[src/rtl/mem_if_rd_req_splitter_pkg.sv]
// mem_if_rd_req_splitter_pkg: shared memory-interface field layout and splitter FSM states
package mem_if_rd_req_splitter_pkg;
    localparam int MEM_BEAT_ADDR_WIDTH = 10;
    localparam int MEM_BUF_IDX_WIDTH   = 5;
    localparam int MEM_LENGTH_POS      = 16;
    localparam int MEM_ADDR_WIDTH      = MEM_BEAT_ADDR_WIDTH + MEM_BUF_IDX_WIDTH;
    localparam int AXI4S_DATA_WIDTH    = 32;
    typedef enum logic [1:0] {IDLE, CALC, ISSUE, DRAIN} state_e;
endpackage

[src/rtl/mem_if_rd_req_splitter_outstanding_ctr.sv]
// mem_if_outstanding_ctr: saturating up/down count of requests in flight with a below-limit flag
module mem_if_outstanding_ctr #(
    parameter int LIMIT = 8,
    parameter int W     = $clog2(LIMIT + 1)
) (
    input  logic clk,
    input  logic reset,
    input  logic inc,
    input  logic dec,
    output logic below,
    output logic dec_taken,
    output logic empty_next
);
    logic [W-1:0] count_q, count_d;
    always_comb begin
        dec_taken  = dec && count_q != '0;
        below      = count_q < W'(LIMIT);
        count_d    = inc && !dec_taken && below ? count_q + 1'b1
                   : !inc && dec_taken ? count_q - 1'b1 : count_q;
        empty_next = count_d == '0;
    end
    always_ff @(posedge clk or negedge reset)
        if (!reset) count_q <= '0;
        else count_q <= count_d;
endmodule

[src/rtl/mem_if_rd_req_splitter.sv]
// mem_if_rd_req_splitter: splits one read descriptor into buffer-bounded, size-capped read requests
module mem_if_rd_req_splitter
    import mem_if_rd_req_splitter_pkg::*;
#(
    parameter int BEAT_ADDR_W   = MEM_BEAT_ADDR_WIDTH,
    parameter int BUF_IDX_W     = MEM_BUF_IDX_WIDTH,
    parameter int LEN_POS       = MEM_LENGTH_POS,
    parameter int LEN_W         = 11,
    parameter int TOTAL_LEN_W   = 20,
    parameter int MAX_REQ_BEATS = 256,
    parameter int MAX_OUT       = 8,
    parameter int DATA_W        = AXI4S_DATA_WIDTH
) (
    input  logic                             clk,
    input  logic                             reset,
    input  logic [BUF_IDX_W+BEAT_ADDR_W-1:0] cmd_addr,
    input  logic [TOTAL_LEN_W-1:0]           cmd_len,
    input  logic                             cmd_valid,
    output logic                             cmd_ready,
    output logic [DATA_W-1:0]                req_axis_tdata,
    output logic                             req_axis_tvalid,
    input  logic                             req_axis_tready,
    input  logic                             mon_tvalid,
    input  logic                             mon_tready,
    input  logic                             mon_tlast,
    input  logic                             mon_tuser,
    output logic                             busy,
    output logic                             done,
    output logic                             err
);
    localparam int ADDR_W    = BUF_IDX_W + BEAT_ADDR_W;
    localparam int BUF_BEATS = 2 ** BEAT_ADDR_W;
    localparam int CW        = TOTAL_LEN_W + 1;

    state_e                 state_q, state_d;
    logic [ADDR_W-1:0]      cur_addr_q, cur_addr_d;
    logic [TOTAL_LEN_W-1:0] remaining_q, remaining_d;
    logic [LEN_W-1:0]       chunk_q, chunk_d;
    logic [DATA_W-1:0]      tdata_q, tdata_d;
    logic                   tvalid_q, tvalid_d, cmd_ready_q, cmd_ready_d;
    logic                   done_q, done_d, err_q, err_d;
    logic [CW-1:0]          room, cap;
    logic                   cmd_fire, req_fire, below, counted, empty_next;

    assign cmd_fire = cmd_valid && cmd_ready_q;
    assign req_fire = tvalid_q && req_axis_tready;

    mem_if_outstanding_ctr #(.LIMIT(MAX_OUT)) u_ctr (
        .clk       (clk),
        .reset     (reset),
        .inc       (req_fire),
        .dec       (mon_tvalid && mon_tready && mon_tlast),
        .below     (below),
        .dec_taken (counted),
        .empty_next(empty_next)
    );

    always_comb begin
        state_d     = state_q;
        cur_addr_d  = cur_addr_q;
        remaining_d = remaining_q;
        chunk_d     = chunk_q;
        tdata_d     = tdata_q;
        tvalid_d    = tvalid_q;
        done_d      = 1'b0;
        room        = CW'(BUF_BEATS) - CW'(cur_addr_q[BEAT_ADDR_W-1:0]);
        cap         = CW'(remaining_q) < CW'(MAX_REQ_BEATS) ? CW'(remaining_q) : CW'(MAX_REQ_BEATS);
        case (state_q)
            IDLE: if (cmd_fire) begin
                cur_addr_d  = cmd_addr;
                remaining_d = cmd_len;
                state_d     = CALC;
            end
            CALC: if (remaining_q == '0) state_d = DRAIN;
            else begin
                chunk_d  = LEN_W'(room < cap ? room : cap);
                tdata_d  = (DATA_W'(chunk_d) << LEN_POS) | DATA_W'(cur_addr_q);
                tvalid_d = below;
                state_d  = ISSUE;
            end
            ISSUE: if (req_fire) begin
                tvalid_d    = 1'b0;
                // one linear add so the buffer index carries and wraps naturally
                cur_addr_d  = cur_addr_q + ADDR_W'(chunk_q);
                remaining_d = remaining_q - TOTAL_LEN_W'(chunk_q);
                state_d     = CALC;
            end else if (!tvalid_q) tvalid_d = below;
            DRAIN: if (empty_next) begin
                done_d  = 1'b1;
                state_d = IDLE;
            end
            default: state_d = IDLE;
        endcase
        cmd_ready_d = state_d == IDLE;
        err_d       = cmd_fire ? 1'b0 : counted && !mon_tuser ? 1'b1 : err_q;
    end

    always_ff @(posedge clk or negedge reset)
        if (!reset) begin
            state_q     <= IDLE;
            cur_addr_q  <= '0;
            remaining_q <= '0;
            chunk_q     <= '0;
            tdata_q     <= '0;
            tvalid_q    <= 1'b0;
            cmd_ready_q <= 1'b0;
            done_q      <= 1'b0;
            err_q       <= 1'b0;
        end else begin
            state_q     <= state_d;
            cur_addr_q  <= cur_addr_d;
            remaining_q <= remaining_d;
            chunk_q     <= chunk_d;
            tdata_q     <= tdata_d;
            tvalid_q    <= tvalid_d;
            cmd_ready_q <= cmd_ready_d;
            done_q      <= done_d;
            err_q       <= err_d;
        end

    assign cmd_ready       = cmd_ready_q;
    assign req_axis_tdata  = tdata_q;
    assign req_axis_tvalid = tvalid_q;
    assign busy            = state_q != IDLE;
    assign done            = done_q;
    assign err             = err_q;
endmodule
[config.mk]
export PLATFORM = sky130hd
export DESIGN_NAME = mem_if_rd_req_splitter
export DESIGN_NICKNAME = d
export VERILOG_FILES = /design/src/rtl/mem_if_rd_req_splitter_pkg.sv /design/src/rtl/mem_if_rd_req_splitter_outstanding_ctr.sv /design/src/rtl/mem_if_rd_req_splitter.sv
export SDC_FILE = /design/constraint.sdc
export NUM_CORES = 1
export LEC_CHECK = 0
export ABC_CLOCK_PERIOD_IN_PS = 4270
export BUFFER_PORTS_ARGS = -buffer_cell sky130_fd_sc_hd__buf_4
export CAP_MARGIN = 20
export CORE_MARGIN = 2
export CORE_UTILIZATION = 45
export CTS_CLUSTER_SIZE = 20
export DETAILED_ROUTE_END_ITERATION = 7
export GPL_TIMING_DRIVEN = 0
export PLACE_DENSITY_LB_ADDON = 0.3
export RECOVER_POWER = 25
export SYNTH_ARGS = -nofsm -noshare
export SYNTH_HDL_FRONTEND = slang
export SYNTH_SLANG_ARGS = --single-unit
[constraint.sdc]
create_clock -name clk -period 4.27 [get_ports clk]
set_clock_uncertainty 0.15 [all_clocks]
set_input_delay 0.854 -clock clk [delete_from_list [all_inputs] [get_ports clk]]
set_output_delay 0.854 -clock clk [all_outputs]
set_load 0.005 [all_outputs]
==> results.sh <==
export IMPL_die_w_um=110
export IMPL_period_minus_slack_ns=3.44
export IMPL_max_freq_mhz=291
export IMPL_post_route_period_util_pct=80.6
export IMPL_power_density_nw_per_um2=824
export IMPL_area_delta_synth_final_pct=18.6
export IMPL_syn_area_um2=5050
export IMPL_r2r_setup_slack_ns=0.83
export IMPL_holdBufCountCts=0
export IMPL_gr_usage_all_layers_pct=26.4
export IMPL_synth_commonest_cells="dfrtp_1 (71), nand2_1 (71), a21oi_1 (59)"
export IMPL_synth_edf_count=0
export IMPL_worstSetupPathType="reg2reg"
export IMPL_synth_top_area_share_pct=35.2
export IMPL_violations="max-capacitance violations, max-slew violations"
export IMPL_die_y_um=110
export IMPL_postRouteAntennaNets=0
export IMPL_ys_seq_elements=71
export IMPL_hpwl_um=10900
export IMPL_place_congestion=0.921
export IMPL_grt_overflow=0
export IMPL_max_cap_viol_count=1
export IMPL_ys_top_cells_by_area="dfrtp_1 (35%), ha_1 (8.7%), a21oi_1 (5.8%)"
export IMPL_cts_tree="done"
export IMPL_combPwrFrac_pct=61.1
export IMPL_crit_path_end_kind="register"
export IMPL_core_area_um2=10900
export IMPL_slew_headroom_pct=-22.2
export IMPL_insertedDiodeCount=0
export IMPL_final_cells=834
export IMPL_synthFlopType="dfrtp_1"
export IMPL_synth_cell_type_count=61
export IMPL_p_leak_nw=2.66
export IMPL_grt_met3_usage_pct=5.22
export IMPL_internal_power_mw=2.56
export IMPL_pre_cts_ws_ns=0.855
export IMPL_drt_iter0_markers=342
export IMPL_port_buffers=73
export IMPL_grt_max_degree=72
export IMPL_drive_gt1_share_pct=17.7
export IMPL_setup_viol=0
export IMPL_cts_setup_buffers=0
export IMPL_vias=4808
export IMPL_start_util_pct=46.4
export IMPL_path_clk_slew_ns=0.08
export IMPL_finalSetupTns_ns=0
export IMPL_clkPwrFrac_pct=11.6
export IMPL_hp_class="reg2reg"
export IMPL_dp_cells=819
export IMPL_postSynth_asyncResetShare_pct=100
export IMPL_tightest_slew_ns=1.83
export IMPL_routedWlPerCell_um=17.8
export IMPL_seq_power_share_pct=27.4
export IMPL_synth_largest_area_cell="dfrtp_1"
export IMPL_synth_seq_area_share_pct=35.2
export IMPL_grt_setup_unrepaired="no"
export IMPL_cts_buffers=9
export IMPL_std_cell_rows=38
export IMPL_drtPass1Iterations=6
export IMPL_cp_start_kind="register"
export IMPL_fin_nets=770
export IMPL_die_area_um2=12100
export IMPL_route_detailed_drc=0
export IMPL_hold_ws_ns=0.335
export IMPL_swShare_pct=48.1
export IMPL_htree_num_levels=3
export IMPL_clock_sinks=71
export IMPL_grt_pass1_wl_um=23800
export IMPL_drt_wl_total_um=14900
export IMPL_yosysWarnings=0
export IMPL_status="complete, but fails checks"
export IMPL_setup_slack_ns=0.829
export IMPL_first_global_vias=4740
export IMPL_ioPinCount=80
export IMPL_p_switching_mw=2.37
export IMPL_gr_usage_met1_pct=34.3
export IMPL_clockBufferDepth=2
export IMPL_worstPathRequired_ns=4.38
export IMPL_busiest_layer="met2"
export IMPL_insertion_delay_ns=0.37
export IMPL_syn_avg_cell_area_um2=8.42
export IMPL_syn_inst=600
export IMPL_root_buffer="clkbuf_8"
export IMPL_grtUsageMet2_pct=41.7
export IMPL_drv_slew=72
export IMPL_cts_resized=0
export IMPL_hold_viol=0
export IMPL_antenna_found_initial=0
export IMPL_via_per_inst=5.76
export IMPL_arrival_ns=3.55
export IMPL_vdd_drop_max_v=0.000369
export IMPL_crit_fanout=10
==> layer usage <==
metal | part of all wire [%] | up-vias
li1 | - | 2301
met1 | 43 | 2258
met2 | 46 | 205
met3 | 7.2 | 44
met4 | 3.6 | 0
met5 | 0 | -
==> cell type report <==
class / instances / area, um2
fillers: 1021 / 4890
repair buffers: 73 / 546
multi-input cells: 464 / 2980
inverters: 36 / 135
plain buffers: 35 / 183
well taps: 140 / 175
clock inverters: 3 / 42.5
flip-flops and latches: 71 / 1780
clock buffers: 12 / 155
==> sequential cells by signal, indices dropped and copies added, names as in the netlist <==
| register | count |
|---|---|
| req_axis_tdata | 16 |
| done | 1 |
| state_q | 2 |
| remaining_q | 20 |
| chunk_q | 10 |
| cur_addr_q | 15 |
| u_ctr.count_q | 4 |
| req_axis_tvalid | 1 |
| err | 1 |
| cmd_ready | 1 |
==> logic make-up (layout without fill, tap and decap cells) <==
| group | Yosys count | after routing | synth area share (%) |
|---|---|---|---|
| buffers and inverters | 71 | 159 | 6.29 |
| AO/OA/AOI/OAI | 162 | 162 | 20.4 |
| adder cells (fa/ha/maj) | 37 | 37 | 9.46 |
| multiplexers | 23 | 23 | 4.88 |
| XOR/XNOR | 23 | 23 | 3.99 |
| flip-flops | 71 | 71 | 35.2 |
| other | 2 | 8 | 0.149 |
| AND/OR/NAND/NOR | 211 | 211 | 19.6 |
==> critical path: stages, from the launching register on <==
cell       delay [ns]
dfrtp_1          0.37
buf_6            0.13
nor4_2           0.35
and3_1           0.27
buf_6            0.15
and2_1           0.16
inv_1            0.05
ha_1             0.35
nand4_1          0.16
a31oi_4          0.19
a2111oi_4        0.07
o31ai_2          0.34
buf_6            0.23
mux2i_1          0.28
o21ai_1          0.08
==> power groups by stage <==
| stage | registers (mW) | clock network [mW] | logic [mW] |
|---|---|---|---|
| after detailed placement | 1.35 | 0 | 2.98 |
| after CTS | 1.34 | 0.583 | 2.99 |
| after global routing | 1.39 | 0.616 | 3.36 |
| final | 1.35 | 0.571 | 3.01 |
| after global placement | 1.34 | 0 | 2.89 |
| after floorplan | 1.24 | 0 | 2.16 |
==> cell usage in the layout (no fill, tap or decap), types with 8 or more instances in the layout <==
| cell | Yosys | final |
|---|---|---|
| buf_4 | 6 | 78 |
| nor3_1 | 15 | 15 |
| clkbuf_8 | 0 | 11 |
| xnor2_1 | 12 | 12 |
| nand2b_1 | 8 | 8 |
| nand3_1 | 17 | 17 |
| clkbuf_1 | 21 | 22 |
| a21oi_1 | 59 | 59 |
| nor2_1 | 52 | 52 |
| xor2_1 | 11 | 11 |
| dfrtp_1 | 71 | 71 |
| conb_1 | 2 | 8 |
| mux2i_1 | 10 | 10 |
| nand2_1 | 71 | 71 |
| mux2_2 | 12 | 12 |
| ha_1 | 35 | 35 |
| o21ai_1 | 8 | 8 |
| o21ai_0 | 36 | 36 |
| inv_1 | 36 | 36 |
| and3_1 | 10 | 10 |
==> final timing paths <==
check	to	startpoint	depth (start not counted)
worst min-delay path	req_axis_tdata[1]	req_axis_tdata[1]	2
max in group asynchronous	remaining_q[17]	reset	1
worst max register to register	chunk_q[5]	remaining_q[15]	14
worst max-delay path	chunk_q[5]	remaining_q[15]	14
worst min register to register	req_axis_tdata[1]	req_axis_tdata[1]	2
min in group asynchronous	req_axis_tdata[4]	reset	1
==> stage by stage <==
| step | util (%) | cell area [um2] | total power, mW |
|---|---|---|---|
| final | 55.0 | 5990 | 4.94 |
| after floorplan | - | 5070 | 3.40 |
| after global routing | 55.0 | 5990 | 5.37 |
| after global placement | 53.3 | 5800 | 4.23 |
| after CTS | 55.1 | 6000 | 4.92 |
| after detailed placement | 53.3 | 5800 | 4.33 |
No activity file was read; power rests on OpenSTA's default activity.
